--- config.mk ---
export PLATFORM = sky130hd
export DESIGN_NAME = vend_port_arbiter
export DESIGN_NICKNAME = d
export VERILOG_FILES = /design/src/rtl/vend_port_arbiter.sv
export SDC_FILE = /design/constraint.sdc
export NUM_CORES = 1
export LEC_CHECK = 0
export ABC_AREA = 1
export BUFFER_PORTS_ARGS = -buffer_cell sky130_fd_sc_hd__buf_2
export CORE_MARGIN = 2
export CORE_UTILIZATION = 35
export DETAILED_ROUTE_END_ITERATION = 10
export GPL_TIMING_DRIVEN = 0
export HOLD_SLACK_MARGIN = 0.12
export PLACE_DENSITY = 0.53
export SYNTH_ARGS = -nofsm -noshare
export SYNTH_HDL_FRONTEND = slang
export SYNTH_SLANG_ARGS = --single-unit
--- constraint.sdc ---
create_clock -name clk -period 2.9 [get_ports clk]
set_input_delay 0.435 -clock clk [delete_from_list [all_inputs] [get_ports clk]]
set_output_delay 0.435 -clock clk [all_outputs]
set_load 0.005 [all_outputs]
--- src/rtl/vend_port_arbiter.sv ---
// Round-robin arbiter sharing one vending core between NPORTS coin panels.
// Define VEND_ARB_TIMEOUT_EN to abort/release purchases left idle in LOCK for TIMEOUT cycles.
module vend_port_arbiter #(
  parameter int NPORTS  = 2,
  parameter int TIMEOUT = 15
) (
  input  logic                  clk,
  input  logic                  rst_n,
  input  logic [NPORTS-1:0]     coin_valid,
  input  logic [2*NPORTS-1:0]   coin,
  output logic [NPORTS-1:0]     coin_ready,
  output logic [1:0]            core_in,
  output logic                  core_rst,
  input  logic                  core_out,
  input  logic [1:0]            core_change,
  output logic [NPORTS-1:0]     vend_out,
  output logic [2*NPORTS-1:0]   vend_change,
  output logic [NPORTS-1:0]     refund,
  output logic [3:0]            refund_val,
  output logic                  busy,
  output logic [1:0]            owner
);

  typedef enum logic [2:0] {
    ST_IDLE  = 3'd0,
    ST_LOCK  = 3'd1,
    ST_FEED  = 3'd2,
    ST_CHECK = 3'd3,
    ST_DONE  = 3'd4,
    ST_ABORT = 3'd5
  } state_t;

  localparam logic [2:0] CREDIT_MAX  = 3'd4;
  localparam logic [2:0] CREDIT_FAIL = 3'd3;
  localparam logic [1:0] RR_INIT     = 2'(NPORTS - 1);

  state_t              state_r, state_nxt_s;
  logic [1:0]          owner_r, owner_nxt_s;
  logic [1:0]          rr_r, rr_nxt_s;
  logic [2:0]          credit_r, credit_nxt_s;
  logic [1:0]          coin_r, coin_nxt_s;
  logic                grant_found_s;
  logic [1:0]          grant_idx_s;
  logic                owner_valid_s;
  logic [1:0]          owner_coin_s;
  logic [NPORTS-1:0]   coin_ready_s;

  logic [1:0]          core_in_r;
  logic [NPORTS-1:0]   vend_out_r;
  logic [2*NPORTS-1:0] vend_change_r;
  logic [NPORTS-1:0]   refund_r;
  logic [3:0]          refund_val_r;
  logic                abort_r;
  logic                busy_r;
  logic [1:0]          owner_out_r;

`ifdef VEND_ARB_TIMEOUT_EN
  localparam logic [7:0] IDLE_LAST = 8'(TIMEOUT - 1);
  logic [7:0]          idle_cnt_r, idle_cnt_nxt_s;
`endif

  function automatic logic [2:0] coin_steps(input logic [1:0] code);
    case (code)
      2'd1:    coin_steps = 3'd1;
      2'd2:    coin_steps = 3'd2;
      default: coin_steps = 3'd0;
    endcase
  endfunction

  function automatic logic coin_legal(input logic [1:0] code);
    coin_legal = (code == 2'd1) || (code == 2'd2);
  endfunction

  // Credit saturates at CREDIT_MAX instead of wrapping.
  function automatic logic [2:0] credit_add(input logic [2:0] credit, input logic [1:0] code);
    logic [3:0] sum;
    sum = {1'b0, credit} + {1'b0, coin_steps(code)};
    credit_add = (sum > {1'b0, CREDIT_MAX}) ? CREDIT_MAX : sum[2:0];
  endfunction

  function automatic logic [1:0] rr_cand(input logic [1:0] rr, input int step);
    logic [2:0] c;
    c = {1'b0, rr} + 3'(step);
    c = (c >= 3'(NPORTS)) ? (c - 3'(NPORTS)) : c;
    rr_cand = c[1:0];
  endfunction

  function automatic logic [NPORTS-1:0] port_sel(input logic [1:0] idx);
    for (int p = 0; p < NPORTS; p++) begin
      port_sel[p] = (idx == 2'(p));
    end
  endfunction

  function automatic logic [2*NPORTS-1:0] port_code(input logic [1:0] idx, input logic [1:0] code);
    for (int p = 0; p < NPORTS; p++) begin
      port_code[2*p +: 2] = (idx == 2'(p)) ? code : 2'd0;
    end
  endfunction

  // Current owner's request and coin code.
  always_comb begin
    owner_valid_s = 1'b0;
    owner_coin_s  = 2'd0;
    for (int p = 0; p < NPORTS; p++) begin
      owner_valid_s = (owner_r == 2'(p)) ? coin_valid[p]   : owner_valid_s;
      owner_coin_s  = (owner_r == 2'(p)) ? coin[2*p +: 2]  : owner_coin_s;
    end
  end

  // First requesting port after the RR pointer, wrapping around.
  always_comb begin
    logic hit;
    hit           = 1'b0;
    grant_found_s = 1'b0;
    grant_idx_s   = rr_r;
    for (int k = 1; k <= NPORTS; k++) begin
      for (int p = 0; p < NPORTS; p++) begin
        hit           = !grant_found_s && coin_valid[p] && (rr_cand(rr_r, k) == 2'(p));
        grant_idx_s   = hit ? 2'(p) : grant_idx_s;
        grant_found_s = grant_found_s | hit;
      end
    end
  end

  // Next-state, datapath updates and the combinational coin handshake.
  always_comb begin
    state_nxt_s  = state_r;
    owner_nxt_s  = owner_r;
    rr_nxt_s     = rr_r;
    credit_nxt_s = credit_r;
    coin_nxt_s   = coin_r;
    coin_ready_s = {NPORTS{1'b0}};
`ifdef VEND_ARB_TIMEOUT_EN
    idle_cnt_nxt_s = 8'd0;
`endif
    case (state_r)
      ST_IDLE: begin
        if (grant_found_s) begin
          owner_nxt_s = grant_idx_s;
          rr_nxt_s    = grant_idx_s;
          state_nxt_s = ST_LOCK;
        end else begin
          state_nxt_s = ST_IDLE;
        end
      end
      ST_LOCK: begin
        if (owner_valid_s) begin
          coin_ready_s = port_sel(owner_r);
          // Illegal codes are consumed so the panel cannot wedge the port.
          if (coin_legal(owner_coin_s)) begin
            coin_nxt_s   = owner_coin_s;
            credit_nxt_s = credit_add(credit_r, owner_coin_s);
            state_nxt_s  = ST_FEED;
          end else begin
            state_nxt_s  = ST_LOCK;
          end
        end else begin
`ifdef VEND_ARB_TIMEOUT_EN
          if (idle_cnt_r == IDLE_LAST) begin
            state_nxt_s = (credit_r != 3'd0) ? ST_ABORT : ST_IDLE;
          end else begin
            idle_cnt_nxt_s = idle_cnt_r + 8'd1;
            state_nxt_s    = ST_LOCK;
          end
`else
          state_nxt_s = ST_LOCK;
`endif
        end
      end
      ST_FEED: begin
        state_nxt_s = ST_CHECK;
      end
      ST_CHECK: begin
        if (core_out) begin
          state_nxt_s = ST_DONE;
        end else if (credit_r >= CREDIT_FAIL) begin
          state_nxt_s = ST_ABORT;
        end else begin
          state_nxt_s = ST_LOCK;
        end
      end
      ST_DONE: begin
        credit_nxt_s = 3'd0;
        state_nxt_s  = ST_IDLE;
      end
      ST_ABORT: begin
        credit_nxt_s = 3'd0;
        state_nxt_s  = ST_IDLE;
      end
      default: begin
        credit_nxt_s = 3'd0;
        state_nxt_s  = ST_IDLE;
      end
    endcase
  end

  // FSM state and purchase datapath registers.
  always_ff @(posedge clk or negedge rst_n) begin
    if (!rst_n) begin
      state_r  <= ST_IDLE;
      owner_r  <= 2'd0;
      rr_r     <= RR_INIT;
      credit_r <= 3'd0;
      coin_r   <= 2'd0;
    end else begin
      state_r  <= state_nxt_s;
      owner_r  <= owner_nxt_s;
      rr_r     <= rr_nxt_s;
      credit_r <= credit_nxt_s;
      coin_r   <= coin_nxt_s;
    end
  end

`ifdef VEND_ARB_TIMEOUT_EN
  // Idle-cycle counter for the owned LOCK state.
  always_ff @(posedge clk or negedge rst_n) begin
    if (!rst_n) begin
      idle_cnt_r <= 8'd0;
    end else begin
      idle_cnt_r <= idle_cnt_nxt_s;
    end
  end
`endif

  // Outputs registered from the next state so each pulse lines up with its state.
  always_ff @(posedge clk or negedge rst_n) begin
    if (!rst_n) begin
      core_in_r     <= 2'd0;
      vend_out_r    <= {NPORTS{1'b0}};
      vend_change_r <= {(2*NPORTS){1'b0}};
      refund_r      <= {NPORTS{1'b0}};
      refund_val_r  <= 4'd0;
      abort_r       <= 1'b0;
      busy_r        <= 1'b0;
      owner_out_r   <= 2'd0;
    end else begin
      core_in_r     <= (state_nxt_s == ST_FEED)  ? coin_nxt_s : 2'd0;
      vend_out_r    <= (state_nxt_s == ST_DONE)  ? port_sel(owner_nxt_s) : {NPORTS{1'b0}};
      vend_change_r <= (state_nxt_s == ST_DONE)  ? port_code(owner_nxt_s, core_change)
                                                 : {(2*NPORTS){1'b0}};
      refund_r      <= (state_nxt_s == ST_ABORT) ? port_sel(owner_nxt_s) : {NPORTS{1'b0}};
      refund_val_r  <= (state_nxt_s == ST_ABORT) ? {1'b0, credit_nxt_s} : 4'd0;
      abort_r       <= (state_nxt_s == ST_ABORT);
      busy_r        <= (state_nxt_s != ST_IDLE);
      owner_out_r   <= (state_nxt_s != ST_IDLE) ? owner_nxt_s : 2'd0;
    end
  end

  assign coin_ready  = coin_ready_s;
  assign core_in     = core_in_r;
  assign core_rst    = ~rst_n | abort_r;
  assign vend_out    = vend_out_r;
  assign vend_change = vend_change_r;
  assign refund      = refund_r;
  assign refund_val  = refund_val_r;
  assign busy        = busy_r;
  assign owner       = owner_out_r;

endmodule

# After elaboration in Yosys (flattened, before gate mapping)
# Index checks and enable logic that the tools add are counted.
dict set report word_totals {
  out_inout_bits 20
  memories 0
  romBits 0
  ff_bits 29
  input_bits 11
  latch_bits 0
  ram_bits 0
}
dict set report op_classes {
  magnitude_cmp 4
  div_mod_pow 0
  shifts 0
  n_reduce_logical 19
  multipliers 0
  n_addsub 5
  n_mux 39
  eq_ne 12
  n_bitwise 5
}
# op count
set op_table {}
lappend op_table {{2-bit 2-to-1 mux} 22}
lappend op_table {{3-bit 2-to-1 mux} 10}
lappend op_table {{3-bit one-hot mux with 4 select lines} 1}
lappend op_table {{2-bit by 1-bit == test with 1-bit output (second input constant)} 5}
lappend op_table {{3-bit by 2-bit == test with 1-bit output (second input constant)} 3}
lappend op_table {{3-bit by 2-bit greater-or-equal comparator with 1-bit output (second input constant)} 3}
lappend op_table {{2-bit zero test} 4}
lappend op_table {{1-bit logical AND} 7}
lappend op_table {{3-bit == test (second input constant)} 2}
lappend op_table {{3-bit one-hot mux with 2 select lines} 1}
lappend op_table {{3-bit by 3-bit adder with 4-bit output} 1}
lappend op_table {{4-bit by 3-bit > comparator with 1-bit output (second input constant)} 1}
lappend op_table {{4-bit 2-to-1 mux} 1}
lappend op_table {{1-bit OR} 4}
lappend op_table {{2-bit one-hot mux with 2 select lines} 1}
lappend op_table {{2-bit subtractor (second input constant)} 2}
lappend op_table {{2-bit by 1-bit adder with 3-bit output (second input constant)} 1}
lappend op_table {{2-bit by 2-bit adder with 3-bit output (second input constant)} 1}
lappend op_table {{3-bit by 1-bit == test with 1-bit output (second input constant)} 1}
lappend op_table {{1-bit zero test} 3}
lappend op_table {{3-bit zero test} 1}
lappend op_table {{1-bit 2-to-1 mux} 3}
lappend op_table {{3-bit nonzero test} 1}
lappend op_table {{3-bit OR reduction} 1}
lappend op_table {{other kinds (4)} 4}

# Depth between registers and ports, before layout
dict set report depth {
  ltp_word 22
  ltp_mapped 15
}

# Worst setup path before layout
# Ideal clock, no wire load.
dict set report synth_path {
  path_kind {flip-flop to flip-flop}
  from {register owner_r[0]}
  to {register refund_val_r[0], in the netlist refund_val[0]}
  setup_ns 0.073
  stages_incl_launch_ff 14
  slack_ns 0.789
  arrival_ns 2.038
  synth_period_minus_slack_ns 2.111
  required_ns 2.827
  n_path_buf 0
  path_cell_list {dfrtp_1 nor2_2 inv_1 o22ai_1 ha_1 ha_1 inv_1 fa_1 nand2_1 nand3_1 nand2_1 nor2_2 nand2_1 a21oi_2}
}
dict set report synth_between {
  elab_chain_cells 15
}
# element line
set synth_lines {}
lappend synth_lines {{start, declared} 38} ;# logic [1:0] owner_r, owner_nxt_s;
lappend synth_lines {{start signal, assigned} 207} ;# owner_r <= owner_nxt_s;
lappend synth_lines {{2-bit zero test} {105, 106}}
lappend synth_lines {{2-bit 2-to-1 mux (2 in series)} 106} ;# owner_coin_s = (owner_r == 2'(p)) ? coin[2*p +: 2] : owner_coin_s;
lappend synth_lines {{2-bit == test or 2-bit by 1-bit == test with 1-bit output (tied branches)} {63, 71}}
lappend synth_lines {{2-bit one-hot mux with 2 select lines} 63} ;# case (code)
lappend synth_lines {{3-bit 2-to-1 mux} 150} ;# if (coin_legal(owner_coin_s)) begin
lappend synth_lines {{3-bit 2-to-1 mux} 147} ;# if (owner_valid_s) begin
lappend synth_lines {{3-bit 2-to-1 mux} 136} ;# case (state_r)
lappend synth_lines {{3-bit by 3-bit adder with 4-bit output} 77} ;# sum = {1'b0, credit} + {1'b0, coin_steps(code)};
lappend synth_lines {{4-bit by 3-bit > comparator with 1-bit output} 78} ;# credit_add = (sum > {1'b0, CREDIT_MAX}) ? CREDIT_MAX : sum[2:0];
lappend synth_lines {{3-bit 2-to-1 mux} 78}
lappend synth_lines {{3-bit 2-to-1 mux} 150}
lappend synth_lines {{3-bit 2-to-1 mux} 147}
lappend synth_lines {{3-bit one-hot mux with 2 select lines} 136}
lappend synth_lines {{3-bit 2-to-1 mux (*)} 242} ;# refund_val_r <= (state_nxt_s == ST_ABORT) ? {1'b0, credit_nxt_s} : 4'd0;
lappend synth_lines {{end signal, assigned} 242}
lappend synth_lines {{end, declared} 52} ;# logic [3:0] refund_val_r;
# Mark *: on every way between the ends. The rest lies on a longest branch, timed or not. The select of a mux whose other input is x is not followed.
# A chain may end at the register's enable or synchronous reset.

# Worst setup path in the final report
# Same ends and word-level chain as after synthesis.

==> impl_metrics.py <==
metrics = {
    "worst_setup_path": {
        "cp_cell_sequence": "nor2_2 -> inv_1 -> o22ai_1 -> ha_1 -> ha_1 -> inv_1 -> fa_1 -> nand2_1 -> nand3_1 -> nand2_1 -> nor2_2 -> nand2_1 -> a21oi_2",
        "critPathTopFamily": "adder cells",
        "rrSetupSlack_ns": 0.56,
        "r2r_end": "refund_val[0]$_DFF_PN0_",
        "reg2regPathDepth": 13,
        "end_kind": "register",
        "arrival_ns": 2.55,
        "cp_slowest_cell": "fa_1",
        "cp_data_required_time_ns": 3.11,
        "cp_num_buf_inv": 2,
        "worstSetupPathType": "register to register",
        "crit_path_frequent_cell": "nand2_1",
        "max_stage_delay_ns": 0.50,
        "rr_startpoint": "owner_r[0]$_DFF_PN0_",
        "worstPathMaxFanout": 4,
        "crit_start": "owner_r[0]$_DFF_PN0_",
        "crit_path_start_kind": "register",
    },
    "die": {
        "die_w_um": 66.85,
        "die-area_sq_um": 4469,
        "initial_core_util_pct": 37.21,
        "fp.dieH_um": 66.85,
        "io-pin-count": 31,
        "rows": 22,
        "core_area_sq_um": 3716,
    },
    "detailed_routing": {
        "via_per_inst": 4.322,
        "routed_wl_um": 2401,
        "route.detailed.drc": 0,
        "ant_nets": 0,
        "detailedRoute.firstIterationViolations": 60,
        "post_drt_wl_per_cell_um": 10.44,
        "first_pass_iters": 4,
        "routed-via-count": 994,
    },
    "sta": {
        "fin_skew_ns": 0.003757,
        "worstMarginPinSlew_ns": 0.6152,
        "rsz0062_at_grt": "false",
        "post-route-min-period_ns": 2.339,
        "fmax_mhz": 427.5,
        "slew_headroom_pct": 58.99,
        "finalSetupTns_ns": 0,
        "period_share_pct": 80.66,
        "final_max_slew_viol_count": 0,
        "setup_violations": 0,
        "hold_violations": 0,
    },
    "placement": {
        "dp_cells": 226,
        "io_buffers": 29,
        "place.gp.congestion": 0.8108,
        "dpl.hpwl_um": 1921,
    },
    "synthesis": {
        "yosysWarnings": 0,
        "synth.avg_cell_area_sq_um": 9.279,
        "synth_top_area_share_pct": 47.06,
        "synthArstFlopShare_pct": 100.0,
        "syn_area_sq_um": 1383,
        "synth.most_common_cell": "nand2_1",
        "syn-num-nets": 165,
        "muxShareOfSynthArea_pct": 0,
        "ys_types": 28,
        "synth_top_area_cell": "dfrtp_1",
        "synthTopCellsByCount": "34 x nand2_1, 26 x dfrtp_1, 22 x inv_1",
        "synth-simple-area-share_pct": 32.58,
        "synth-xor-area-share_pct": 0,
        "yosys_register_bits": 27,
        "synth_compound_gate_area_share_pct": 4.706,
        "synth_edf_count": 0,
        "seq_area_frac_synth_pct": 48.96,
        "synth_ff_type": "dfrtp_1",
        "synth.area.top_cells": "dfrtp_1 47%, nand2_1 9.2%, inv_1 6.0%",
        "syn_inst": 149,
        "synth_top_family_by_area": "simple AND/OR/NAND/NOR gates",
        "synth_fa_ha_area_share_pct": 5.068,
    },
    "finish": {
        "area_growth_pct": 18.19,
        "fill_cells": 377,
        "instances_no_fill": 230,
        "multiInputGateArea_sq_um": 589.3,
        "diodes": 0,
        "drive_gt1_share_pct": 35.71,
        "fin_nets": 199,
        "seqCellArea_sq_um": 676.9,
    },
    "clock_tree": {
        "postCtsSetupRepairBufs": 0,
        "clock-sinks": 27,
        "ctsHoldBuffers": 0,
        "htreeDepth": 1,
        "post_cts_resized": 0,
        "numCtsBuffers": 3,
        "clk_pin_slew_ns": 0.09,
        "cts_tree": "yes",
        "clock-root-buffer": "clkbuf_8",
        "clk_latency_ns": 0.27,
        "cts_buffer_depth": 2,
    },
    "power": {
        "power.density_nw_per_um2": 792.0,
        "combPwrFrac_pct": 45.2,
        "total_power_uw": 1294,
        "clkPwrFrac_pct": 16.4,
        "swShare_pct": 42.21,
        "p_leak_uw": 0.0009285,
        "p_sw_uw": 546.3,
        "internal-power_uw": 747.9,
        "ir_drop_mv": 0.3728,
        "seqPwrFrac_pct": 38.4,
    },
    "global_routing": {
        "grt_pass1_vias": 976,
        "antenna_found_initial": 0,
        "gr-usage-all-layers_pct": 12.72,
        "gr-total-overflow": 0,
        "grt_pass1_wl_um": 4140,
        "grt_max_degree": 29,
    },
    "hold_path": {
        "min-delay-path-class": "primary input to async pin",
    },
    "run_status": {
        "status": "finished, final reports clean",
    },
    "flow_run": {
        "cap_violations": 0,
    },
}
## logic make-up after synthesis
group / count (synthesis)
buffers and inverters: 29
AOI/OAI and AO/OA: 9
and+or+nand+nor: 78
adders and majority gates: 5
other: 1
DFF: 27
## metal layers
metal	wire length [um]	global-route usage (%)
met1	1108	14.97
met2	1102	20.50
met3	135	3.547
met4	55	7.653
met5	0	0
## flip-flops by register name (all words and copies together), names as in the netlist
name,cells
refund,2
state_r,3
rr_r,2
vend_out,2
credit_r,3
refund_val,3
owner_r,2
busy,1
abort_r,1
owner,2
core_in,2
vend_change,4
## metrics by stage
stage	util (%)	hold slack (ns)	setup slack, ns	cell area (sq um)
6_report	43.97	0.1595	0.5609	1634
5_1_grt	43.97	0.2016	0.3999	1634
4_1_cts	43.97	0.1836	0.5370	1634
3_5_place_dp	42.73	0.4879	0.5512	1588
3_3_place_gp	42.73	0.4653	0.5939	1588
2_1_floorplan	-	0.1394	0.7885	1383
## cell usage in the layout, fill, tap and decap left out
cell      count
dfrtp_1      26
conb_1        1
clkbuf_8      3
o21ai_0       2
nand3_1       7
inv_2         3
ha_1          4
nor3_4        2
inv_1        22
inv_4         1
nand2_1      34
clkinv_1      1
nor2_2        5
fa_1          1
a21oi_2       3
nor2_1       14
nand4_1       2
dfstp_2       1
nand3_2       1
o22ai_1       1
buf_2        29
nand4_4       1
buf_4         1
nand3_4       2
a21oi_1       1
nand2_4       6
clkinv_2      2
o211ai_2      1
o21ai_1       1
nand2_2       4
## worst max-delay path by stage
| stage | cells past startpoint | to | slack (ns) |
|---|---|---|---|
| final | 13 | refund_val[0]$_DFF_PN0_ | 0.56 |
| after global routing | 13 | refund_val[1]$_DFF_PN0_ | 0.40 |
| after CTS | 13 | refund_val[0]$_DFF_PN0_ | 0.54 |
| after detailed placement | 13 | refund_val[0]$_DFF_PN0_ | 0.55 |
| after global placement | 13 | refund_val[0]$_DFF_PN0_ | 0.59 |
| after floorplan | 13 | refund_val[0]$_DFF_PN0_ | 0.79 |
## final cells by class
class                      count  share of cell area, %
timing repair buffer          29                  8.882
tap                           48                  3.675
clock buffer                   3                  2.527
sequential                    27                  41.42
inverter                      28                  6.662
multi-input combinational     93                  36.06
buffer                         1                 0.4594
clock inverter                 1                 0.3063
## power groups by stage
stage | logic (uW) | clock network (uW) | registers (uW)
after global placement | 585 | 0 | 503
after floorplan | 469 | 0 | 499
after CTS | 597 | 222 | 497
final | 584 | 212 | 497
after global routing | 672 | 234 | 505
after detailed placement | 595 | 0 | 504
No activity file was read; power rests on OpenSTA's default activity.
